**src/rtl/intersection_ctrl.sv**
```systemverilog
// Four-way intersection phase sequencer: STRAIGHT, TURN and PED phases separated by
// all-red CLEAR intervals, serving latched pedestrian and left-turn requests.
module intersection_ctrl #(
    parameter int GREEN_MIN  = 8,
    parameter int TURN_TIME  = 6,
    parameter int PED_TIME   = 10,
    parameter int CLEAR_TIME = 2
) (
    input  logic clock,
    input  logic reset,
    input  logic pedestrian_button,
    input  logic turn_sensor,
    output logic pedestrian_green,
    output logic up_green,
    output logic down_green,
    output logic turn_green
);

    // state    | meaning
    // STRAIGHT | up/down through green, waits GREEN_MIN before serving requests
    // TURN     | protected left turn from up direction, with up through green
    // PED      | walk signal, all vehicle greens off
    // CLEAR    | all red for CLEAR_TIME cycles, then enters next_phase
    typedef enum logic [1:0] {
        ST_STRAIGHT,
        ST_TURN,
        ST_PED,
        ST_CLEAR
    } phase_t;

    localparam logic [7:0] GREEN_LAST = 8'(GREEN_MIN - 1);
    localparam logic [7:0] TURN_LAST  = 8'(TURN_TIME - 1);
    localparam logic [7:0] PED_LAST   = 8'(PED_TIME - 1);
    localparam logic [7:0] CLEAR_LAST = 8'(CLEAR_TIME - 1);

    phase_t     state;
    phase_t     next_phase;
    logic [7:0] timer;
    logic       ped_req;
    logic       turn_req;
    logic       ped_eff;
    logic       turn_eff;
    logic       entering_ped;
    logic       entering_turn;

    assign ped_eff       = ped_req | pedestrian_button;
    assign turn_eff      = turn_req | turn_sensor;
    assign entering_ped  = (state == ST_CLEAR) && (timer == CLEAR_LAST) && (next_phase == ST_PED);
    assign entering_turn = (state == ST_CLEAR) && (timer == CLEAR_LAST) && (next_phase == ST_TURN);

    // {pedestrian, up, down, turn}
    function automatic logic [3:0] lights_for(input phase_t p);
        case (p)
            ST_STRAIGHT: lights_for = 4'b0110;
            ST_TURN:     lights_for = 4'b0101;
            ST_PED:      lights_for = 4'b1000;
            default:     lights_for = 4'b0000;
        endcase
    endfunction

    always_ff @(posedge clock) begin
        if (reset) begin
            state      <= ST_CLEAR;
            next_phase <= ST_STRAIGHT;
            timer      <= '0;
            ped_req    <= 1'b0;
            turn_req   <= 1'b0;
            {pedestrian_green, up_green, down_green, turn_green} <= 4'b0000;
        end else begin
            // A press during a phase's own service is already covered, except on its final cycle.
            if (entering_ped)
                ped_req <= 1'b0;
            else if (state == ST_PED)
                ped_req <= ped_req | (pedestrian_button & (timer == PED_LAST));
            else
                ped_req <= ped_req | pedestrian_button;

            if (entering_turn)
                turn_req <= 1'b0;
            else if (state == ST_TURN)
                turn_req <= turn_req | (turn_sensor & (timer == TURN_LAST));
            else
                turn_req <= turn_req | turn_sensor;

            case (state)
                ST_STRAIGHT: begin
                    if (timer != GREEN_LAST) begin
                        timer <= timer + 8'd1;
                    end else if (turn_eff) begin
                        state      <= ST_CLEAR;
                        next_phase <= ST_TURN;
                        timer      <= '0;
                        {pedestrian_green, up_green, down_green, turn_green} <= 4'b0000;
                    end else if (ped_eff) begin
                        state      <= ST_CLEAR;
                        next_phase <= ST_PED;
                        timer      <= '0;
                        {pedestrian_green, up_green, down_green, turn_green} <= 4'b0000;
                    end
                end
                ST_TURN: begin
                    if (timer == TURN_LAST) begin
                        state      <= ST_CLEAR;
                        next_phase <= ped_eff ? ST_PED : ST_STRAIGHT;
                        timer      <= '0;
                        {pedestrian_green, up_green, down_green, turn_green} <= 4'b0000;
                    end else begin
                        timer <= timer + 8'd1;
                    end
                end
                ST_PED: begin
                    if (timer == PED_LAST) begin
                        state      <= ST_CLEAR;
                        next_phase <= ST_STRAIGHT;
                        timer      <= '0;
                        {pedestrian_green, up_green, down_green, turn_green} <= 4'b0000;
                    end else begin
                        timer <= timer + 8'd1;
                    end
                end
                ST_CLEAR: begin
                    if (timer == CLEAR_LAST) begin
                        state <= next_phase;
                        timer <= '0;
                        {pedestrian_green, up_green, down_green, turn_green} <= lights_for(next_phase);
                    end else begin
                        timer <= timer + 8'd1;
                    end
                end
            endcase
        end
    end

endmodule
```
**config.mk**
```make
export PLATFORM = sky130hd
export DESIGN_NAME = intersection_ctrl
export DESIGN_NICKNAME = d
export VERILOG_FILES = /design/src/rtl/intersection_ctrl.sv
export SDC_FILE = /design/constraint.sdc
export NUM_CORES = 1
export LEC_CHECK = 0
export BUFFER_PORTS_ARGS = -buffer_cell sky130_fd_sc_hd__buf_2
export CORE_MARGIN = 1.5
export CORE_UTILIZATION = 57
export CTS_CLUSTER_DIAMETER = 200
export DETAILED_ROUTE_END_ITERATION = 12
export HOLD_SLACK_MARGIN = 0.1
export PLACE_DENSITY = 0.76
export SYNTH_ARGS = -nofsm -noshare
export SYNTH_HDL_FRONTEND = slang
export SYNTH_SLANG_ARGS = --single-unit
```
**constraint.sdc**
```tcl
create_clock -name clock -period 2.6 [get_ports clock]
set_clock_uncertainty 0.15 [all_clocks]
set_input_delay 0.13 -clock clock [delete_from_list [all_inputs] [get_ports clock]]
set_output_delay 0.13 -clock clock [all_outputs]
set_load 0.01 [all_outputs]
```
==> flow_metrics.env, run 1 <==
export IMPL_drv_cap=0
export IMPL_ant_nets=0
export IMPL_syn_to_final_growth_pct=11.9
export IMPL_viasPerCell=5.56
export IMPL_pin_count=8
export IMPL_p_switching_mw=0.510
export IMPL_crit_arrival_ns=2.31
export IMPL_syn_area_sq_um=1070
export IMPL_vias=906
export IMPL_power_frac_seq_pct=32.8
export IMPL_hold_depth=2
export IMPL_cp_required_ns=2.63
export IMPL_syn_instance_count=124
export IMPL_setup_viol=0
export IMPL_slew_headroom_pct=77.3
export IMPL_max_freq_ghz=0.440
export IMPL_cp_common_cell="inv_1"
export IMPL_dr_pass1_iters=4
export IMPL_die_h_microns=46.2
export IMPL_port_buffer_count=7
export IMPL_fp_row_count=15
export IMPL_first_iter_violations=32
export IMPL_synth_area_leaders="dfxtp_1 34%, ha_1 8.2%, nor2_1 6.3%, mux2i_1 4.7%, nand2_1 4.2%"
export IMPL_cts_path_max_buffers=2
export IMPL_post_cts_buffers=0
export IMPL_hold_class="flip-flop to flip-flop"
export IMPL_fin_util_pct=68.3
export IMPL_use_met2_pct=40.0
export IMPL_path_cells="inv_1, ha_1, and3b_1, a21boi_0, inv_1, a21oi_1, a311oi_1, dlygate4sd3_1"
export IMPL_grt_pass1_wl_microns=3350
export IMPL_antenna_found_initial=0
export IMPL_status="completed"
export IMPL_finalHoldViolCount=0
export IMPL_fin_crit_sh_pct=87.5
export IMPL_reg2reg_depth=8
export IMPL_cpMaxStageDelayCell="dlygate4sd3_1"
export IMPL_synth_enable_flop_cells=0
export IMPL_gp_congestion=0.809
export IMPL_clk_pin_slew_ns=0.11
export IMPL_fp_dieW_microns=46.2
export IMPL_crit_fanout=4
export IMPL_async_flop_share_pct=0
export IMPL_max_stage_delay_ns=0.58
export IMPL_multi_input_area_sq_um=649
export IMPL_p_int_mw=0.718
export IMPL_final_setup_worst_slack_ns=0.325
export IMPL_p_comb_share_pct=53.4
export IMPL_finalNonFillerCells=163
export IMPL_path_class="flip-flop to flip-flop"
export IMPL_crit_path_end_kind="flip-flop"
export IMPL_fin_tns_setup_ns=0
export IMPL_cts_root_buffer="clkbuf_4"
export IMPL_ys_ff_latch=18
export IMPL_seqCellArea_sq_um=360
export IMPL_final_max_slew_viol_count=0
export IMPL_postSynthAreaPerCell_sq_um=8.60
export IMPL_cts_sinks=18
export IMPL_gr_usage_all_layers_pct=22.0
export IMPL_synth_top_area_cell="dfxtp_1"
export IMPL_grt_util_met1_pct=23.9
export IMPL_worst_pin_slew_ns=0.338
export IMPL_coreArea_sq_um=1750
export IMPL_ir_worst_vdd_mv=0.694
export IMPL_top_usage_layer="met2"
export IMPL_clockPowerShare_pct=13.8
export IMPL_leakage_nw=0.490
export IMPL_cts_inserted_buffers=3
export IMPL_sw_frac_of_total_pct=41.5
export IMPL_synth_seq_area_share_pct=33.8
export IMPL_routed_wl_microns=2110
export IMPL_ys_flop_type="dfxtp_1"
export IMPL_diodes=0
export IMPL_grt_max_degree=20
export IMPL_dp_cells=154
export IMPL_dp_hpwl_microns=1530
export IMPL_syn_num_nets=135
export IMPL_synth_top_area_share_pct=33.8
export IMPL_groute_layer_met3_usage_pct=3.53
export IMPL_drive_gt1_share_pct=13.0
export IMPL_n_fill_cell=150
export IMPL_dp_worst_setup_slack_ns=0.369
export IMPL_min_period_ns=2.28
export IMPL_clk_latency_ns=0.29
export IMPL_drc_errors=0
export IMPL_dieArea_sq_um=2140
export IMPL_start_util_pct=61.1
export IMPL_cts_tree="yes"
export IMPL_grt_pass1_vias=819
export IMPL_final_nets=150
export IMPL_critPathLaunchType="flip-flop"
export IMPL_detail_route_wl_per_cell_microns=13.0
export IMPL_cts_max_level=1
export IMPL_ys_types=36
export IMPL_power_density_nw_per_um2=1030
export IMPL_rsz0062_at_grt="no"
export IMPL_grt_ovfl_total=0
export IMPL_ys_warn_count=0
-- cells by family after synthesis --
group,synth area share [%]
simple gates,27.1
compound gates,14.7
flops,33.8
buf+inv,5.28
mux,6.81
fa+ha+maj,8.22
xor+xnor,4.11
-- layout make-up --
class	instances	share of cell area, %
sequential	18	30.2
inverter	6	1.89
multi-input combinational	97	54.5
tap	25	2.62
clock buffer	4	3.04
timing repair buffer	13	7.76
-- path summary, 6_finish.rpt --
kind | start | endpoint | slack, ns
max | timer[1] | turn_req | 0.32
min | turn_green | turn_green | 0.33
max reg2reg | timer[1] | turn_req | 0.32
min reg2reg | turn_green | turn_green | 0.33
-- cells in the mapped netlist (all sizes together), types with 2 or more instances --
master and count:
ha 7, nand2b 3, nand3b 2, nor2 18
mux2i 5, xnor2 3, a311oi 2, nand3 5
nor2b 7, inv 6, nor3 2, xor2 2
a21oi 5, o21ai 5, a31oi 2, nand2 12
mux2 2, dfxtp 18
-- through the flow --
step           cell area (sq um)  hold slack, ns  power [mW]
3_3_place_gp                1110           0.310        1.01
6_report                    1190           0.334        1.23
3_5_place_dp                1110           0.323        1.03
2_1_floorplan               1070           0.185       0.896
5_1_grt                     1190           0.374        1.31
4_1_cts                     1190           0.344        1.22
-- cell usage in the layout (no fill, tap or decap), types with 2 or more instances in the layout --
cell type      count
clkbuf_4           3
a31oi_1            2
o21ai_0            5
a311oi_1           2
mux2i_1            5
nor2_1            18
xor2_1             2
nand3_1            5
dlygate4sd3_1      5
ha_1               7
nand3b_1           2
buf_2              7
a21oi_1            5
xnor2_1            3
nand2_1           12
nand2b_1           3
nor2b_1            7
inv_1              6
dfxtp_1           18
mux2_2             2
nor3_1             2
-- registers in the layout, indices dropped and copies added, names as in the netlist --
signal / flops
down_green: 1
next_phase: 2
ped_req: 1
pedestrian_green: 1
state: 2
timer: 8
turn_green: 1
turn_req: 1
up_green: 1
-- worst max-delay path, delay by kind of cell, from the launching register on --
family / cells / cell delay (ns)
buffers and inverters: 3 / 0.72
AND/OR/NAND/NOR: 1 / 0.19
AO/OA/AOI/OAI: 3 / 0.54
adder cells (fa/ha/maj): 1 / 0.19
flip-flops: 1 / 0.39
-- per-layer routing --
| metal | share of wire [%] | vias to the layer above |
|---|---|---|
| met5 | 0 | - |
| met4 | 1.4 | 0 |
| met3 | 2.8 | 4 |
| met2 | 51 | 15 |
| met1 | 44 | 427 |
| li1 | - | 460 |
-- power groups by stage --
stage / Combinational, mW / Sequential (mW) / Clock (mW)
after floorplan: 0.493 / 0.402 / 0
after global placement: 0.607 / 0.404 / 0
after detailed placement: 0.625 / 0.408 / 0
after CTS: 0.645 / 0.402 / 0.177
after global routing: 0.713 / 0.411 / 0.188
final: 0.656 / 0.402 / 0.170
-- timing repair --
| action | 4_1_cts | 5_1_grt |
|---|---|---|
| gates resized for setup | 0 | 0 |
| endpoints found under the hold margin | 5 | 0 |
| hold buffers | 5 | 0 |
(Power assumes the default switching activity.)
==> run 2: changes to the inputs <==
ABC_AREA = 1   (was default)
CAP_MARGIN = 30   (was default)
CORE_MARGIN = 2   (was 1.5)
==> flow_metrics.env, run 2 <==
export IMPL_status="completed"
export IMPL_final_common_cell="nor2_1"
export IMPL_dr_pass1_iters=4
export IMPL_grt_ovfl_total=0
export IMPL_cts_tree="yes"
export IMPL_n_fill_cell=158
export IMPL_power_density_nw_per_um2=1030
export IMPL_synth_top_area_share_pct=34.0
export IMPL_biggestRegsByFlops="timer: 8 flops, next_phase: 2 flops, state: 2 flops"
export IMPL_postSynthAreaPerCell_sq_um=7.02
export IMPL_die_h_microns=47.1
export IMPL_synth_mux_area_share_pct=0
export IMPL_leakage_nw=0.562
export IMPL_crit_arrival_ns=1.82
export IMPL_syn_area_sq_um=1060
export IMPL_seqCellArea_sq_um=360
export IMPL_slew_headroom_pct=76.0
export IMPL_place_area_sq_um=1120
export IMPL_fp_dieW_microns=47.1
export IMPL_gr_usage_all_layers_pct=23.4
export IMPL_dp_hpwl_microns=1650
export IMPL_viasPerCell=5.18
export IMPL_synth_compound_area_share_pct=9.56
export IMPL_synth_most_common_cell="nor2_1"
export IMPL_fin_crit_sh_pct=67.9
export IMPL_synthSimpleGateAreaFrac_pct=37.1
export IMPL_grt_pass1_vias=827
export IMPL_syn_num_nets=162
export IMPL_synth_top_family_by_area="simple AND/OR/NAND/NOR gates"
export IMPL_synth_seq_area_share_pct=34.0
export IMPL_ys_ff_latch=18
export IMPL_coreArea_sq_um=1750
export IMPL_port_buffer_count=7
export IMPL_fp_row_count=15
export IMPL_final_max_slew_viol_count=0
export IMPL_cts_inserted_buffers=3
export IMPL_clk_pin_slew_ns=0.11
export IMPL_drive_gt1_share_pct=16.0
export IMPL_async_flop_share_pct=0
export IMPL_finalHoldViolCount=0
export IMPL_syn_instance_count=151
export IMPL_cts_path_max_buffers=2
export IMPL_synth_xor_area_share_pct=3.31
export IMPL_grt_max_degree=12
export IMPL_holdWs_ns=0.346
export IMPL_synthAdderAreaFrac_pct=8.26
export IMPL_most_common_layout_cells="29 x nor2_1, 24 x nand2_1, 18 x inv_1, 18 x dfxtp_1, 13 x nand3_1"
export IMPL_routed_wl_microns=2230
export IMPL_synth_common_cells="29 x nor2_1, 24 x nand2_1, 18 x dfxtp_1, 18 x inv_1, 13 x nand3_1"
export IMPL_gp_congestion=0.893
export IMPL_ys_warn_count=0
export IMPL_synth_enable_flop_cells=0
export IMPL_hold_class="flip-flop to flip-flop"
export IMPL_regMostFlops="timer"
export IMPL_pin_count=8
export IMPL_min_period_ns=1.77
export IMPL_synth_area_leaders="dfxtp_1 34%, nor2_1 10%, nand2_1 8.5%, ha_1 8.3%, inv_1 6.4%"
export IMPL_crit_fanout=7
export IMPL_fin_tns_setup_ns=0
export IMPL_syn_to_final_growth_pct=11.8
export IMPL_ys_flop_type="dfxtp_1"
export IMPL_drc_errors=0
export IMPL_diodes=0
export IMPL_start_util_pct=60.7
export IMPL_path_class="flip-flop to flip-flop"
export IMPL_rsz0062_at_grt="no"
export IMPL_cp_required_ns=2.65
export IMPL_cts_root_buffer="clkbuf_4"
export IMPL_crit_path_end_kind="flip-flop"
export IMPL_ant_nets=0
export IMPL_ir_worst_vdd_mv=0.583
export IMPL_antenna_found_initial=0
export IMPL_detail_route_wl_per_cell_microns=11.9
export IMPL_multi_input_area_sq_um=617
export IMPL_first_iter_violations=55
export IMPL_dieArea_sq_um=2220
export IMPL_fin_area_sq_um=1180
export IMPL_vias=973
export IMPL_cts_sinks=18
export IMPL_cts_max_level=1
export IMPL_largest_reg_flops=8
export IMPL_final_nets=175
export IMPL_setup_viol=0
export IMPL_synth_top_area_cell="dfxtp_1"
export IMPL_max_freq_ghz=0.566
export IMPL_ys_types=25
export IMPL_critPathLaunchType="flip-flop"
export IMPL_worst_pin_slew_ns=0.360
export IMPL_clk_latency_ns=0.30
export IMPL_drv_cap=0
export IMPL_grt_pass1_wl_microns=3650
## run 2: routing by layer
| metal | part of all wire (%) | vias to the layer above | wire [microns] | GRT usage (%) |
|---|---|---|---|---|
| li1 | - | 501 | - | - |
| met1 | 49 | 431 | 1100 | 31.2 |
| met2 | 42 | 34 | 936 | 39.2 |
| met3 | 6.0 | 7 | 135 | 3.46 |
| met4 | 2.7 | 0 | 61 | 6.67 |
| met5 | 0 | - | 0 | 0 |
## run 2: final timing paths
kind	slack (ns)	startpoint	endpoint	cells after the start
worst max-delay path	0.83	timer[0]	pedestrian_green	8
worst min-delay path	0.35	up_green	up_green	2
worst max register to register	0.83	timer[0]	pedestrian_green	8
worst min register to register	0.35	up_green	up_green	2
## run 2: where the power goes
group / switching (mW) / leakage, nW / internal [mW]
clock network: 0.0922 / 0.0210 / 0.0854
logic: 0.404 / 0.393 / 0.230
registers: 0.0537 / 0.148 / 0.354
total: 0.550 / 0.562 / 0.670
## run 2: per-stage QoR
stage | power, mW | std cells | util (%) | worst slack, ns
after global routing | 1.34 | 188 | 67.9 | 0.681
after detailed placement | 1.03 | 181 | 64.1 | 0.875
after CTS | 1.22 | 188 | 67.9 | 0.854
final | 1.22 | 188 | 67.9 | 0.834
after global placement | 1.01 | 181 | 64.1 | 0.943
after floorplan | 0.898 | 151 | - | 1.06
## run 2: layout make-up
class	count	area share, %
clock buffers	4	3.06
inverters	20	6.34
multi-input cells	111	52.1
flip-flops and latches	18	30.4
well taps	25	2.64
repair buffers	10	5.49
## run 2: logic make-up (layout without fill, tap and decap cells)
kind of cell	Yosys count	count (layout)
xor+xnor	4	4
fa+ha+maj	7	7
flops	18	18
simple gates	84	84
buf+inv	22	34
compound gates	16	16
## run 2: what timing repair did
action | 4_1_cts | 5_1_grt
buffers inserted | 0 | 0
hold buffers | 3 | 0
gates resized for setup | 0 | 0
hold endpoints to repair | 7 | 0
## run 2: worst max-delay path, stage by stage (launching register included)
cell and delay [ns]:
dfxtp_1 0.40, ha_1 0.22, nand3_1 0.17, o21ai_4 0.25
nand3_4 0.12, nor2_4 0.19, nand2_1 0.07, nand2_1 0.06
nor2_1 0.05
==> run 3: changes to the inputs <==
ABC_AREA = 0   (was 1)
clock period = 1.8 ns   (was 2.6 ns; I/O delays follow)
==> flow_metrics.env, run 3 (same netlist as run 1, synthesis figures left out) <==
export IMPL_drv_cap=0
export IMPL_r2r_end="next_phase[0]"
export IMPL_max_stage_delay_ns=0.43
export IMPL_p_switching_mw=1.07
export IMPL_clk_latency_ns=0.30
export IMPL_cts_path_max_buffers=2
export IMPL_drive_gt1_share_pct=43.0
export IMPL_clockPowerShare_pct=10.2
export IMPL_vias=1095
export IMPL_reg2reg_depth=5
export IMPL_setup_viol=16
export IMPL_hold_class="flip-flop to flip-flop"
export IMPL_grt_max_degree=20
export IMPL_cts_tree="yes"
export IMPL_cp_required_ns=1.89
export IMPL_max_freq_ghz=0.476
export IMPL_violations="setup timing"
export IMPL_gp_congestion=0.841
export IMPL_slew_headroom_pct=74.0
export IMPL_path_class="flip-flop to flip-flop"
export IMPL_cts_root_buffer="clkbuf_4"
export IMPL_leakage_nw=0.644
export IMPL_status="finished, violations left"
export IMPL_dp_worst_setup_slack_ns=-0.333
export IMPL_path_cells="nor4_4, or3b_4, o31a_1, or4_1, a21oi_2"
export IMPL_antenna_found_initial=0
export IMPL_power_density_nw_per_um2=1690
export IMPL_p_int_mw=1.52
export IMPL_largest_reg_flops=8
export IMPL_viasPerCell=5.76
export IMPL_final_max_slew_viol_count=0
export IMPL_crit_arrival_ns=2.19
export IMPL_hold_depth=2
export IMPL_dp_cells=181
export IMPL_min_from="pedestrian_green"
export IMPL_port_buffer_count=7
export IMPL_first_iter_violations=22
export IMPL_clk_pin_slew_ns=0.12
export IMPL_min_period_ns=2.10
export IMPL_fp_row_count=15
export IMPL_fin_crit_sh_pct=117
export IMPL_dieArea_sq_um=2230
export IMPL_finalHoldViolCount=0
export IMPL_diodes=0
export IMPL_cts_max_level=1
export IMPL_most_common_layout_cells="26 x buf_4, 15 x nor2_1, 12 x dfxtp_1, 11 x nand2_1, 7 x buf_2"
export IMPL_final_nets=177
export IMPL_routed_wl_microns=3230
export IMPL_grt_pass1_vias=1090
export IMPL_ir_worst_vdd_mv=1.44
export IMPL_crit_fanout=2
export IMPL_grt_pass1_wl_microns=4730
export IMPL_power_frac_seq_pct=23.5
export IMPL_holdWs_ns=0.347
export IMPL_drc_errors=0
export IMPL_cts_sinks=18
export IMPL_dp_hpwl_microns=1920
export IMPL_dr_pass1_iters=4
export IMPL_start_util_pct=61.1
export IMPL_gr_usage_all_layers_pct=30.4
export IMPL_crit_path_end_kind="flip-flop"
export IMPL_reg2reg_slack_ns=-0.30
export IMPL_detail_route_wl_per_cell_microns=17.0
export IMPL_fp_dieW_microns=47.2
export IMPL_grt_ovfl_total=0
export IMPL_worst_pin_slew_ns=0.388
export IMPL_die_h_microns=47.2
export IMPL_sw_frac_of_total_pct=41.3
export IMPL_rsz0062_at_grt="yes"
export IMPL_biggestRegsByFlops="timer: 8 flops, next_phase: 2 flops, state: 2 flops"
export IMPL_regMostFlops="timer"
export IMPL_final_setup_worst_slack_ns=-0.300
export IMPL_p_comb_share_pct=66.3
export IMPL_cts_inserted_buffers=3
export IMPL_critPathLaunchType="flip-flop"
export IMPL_syn_to_final_growth_pct=43.9
export IMPL_rr_startpoint="timer[7]"
export IMPL_ant_nets=0
export IMPL_hold_end="pedestrian_green"
export IMPL_final_common_cell="buf_4"
export IMPL_cpMaxStageDelayCell="or4_1"
export IMPL_coreArea_sq_um=1750
export IMPL_cp_startpoint="timer[7]"
export IMPL_pin_count=8
export IMPL_finalNonFillerCells=190
## run 3: stage by stage
stage	power (mW)	utilization (%)	area, sq um	setup TNS, ns
after floorplan	1.30	-	1070	-1.07
after global placement	1.82	75.3	1310	-0.755
after detailed placement	1.88	75.3	1310	-2.29
after CTS	2.44	86.0	1500	-1.76
after global routing	2.73	87.9	1530	-3.17
final	2.59	87.9	1530	-2.17
## run 3: worst max path at each step
stage / endpoint / slack, ns / cells past startpoint
floorplan: next_phase[0] / -0.31 / 5
CTS: next_phase[0] / -0.28 / 5
finish: next_phase[0] / -0.30 / 5
detailed placement: next_phase[0] / -0.33 / 6
global placement: next_phase[0] / -0.17 / 5
global route: next_phase[0] / -0.34 / 5
## run 3: per-layer routing
layer,wire [microns],GRT usage [%]
met1,1220,33.6
met2,1790,58.6
met3,129,3.85
met4,95,9.44
met5,0,0
## run 3: power groups by stage
stage	sequential (mW)	clock, mW	combinational (mW)
after global placement	0.571	0	1.25
after CTS	0.593	0.258	1.59
final	0.609	0.265	1.72
after floorplan	0.581	0	0.720
after detailed placement	0.581	0	1.30
after global routing	0.620	0.286	1.82
## run 3: critical path, delay by kind of cell, from the launching register on
family           cells  cell delay (ns)
AND/OR/NAND/NOR      3             1.13
flip-flops           1             0.36
AO/OA/AOI/OAI        2             0.41
## run 3: cell type report
cell class / count / area [sq um]
multi-input cells: 97 / 771
flip-flops and latches: 18 / 368
repair buffers: 40 / 305
fillers: 91 / 211
clock buffers: 4 / 36.3
well taps: 25 / 31.3
inverters: 6 / 22.5
## run 3: timing repair
action / CTS / global route
pin swaps: 5 / 1
buffers inserted: 2 / 0
setup endpoints to repair: 16 / 17
gates resized for setup: 28 / 10
hold endpoints to repair: 6 / 0
hold buffers: 3 / 0
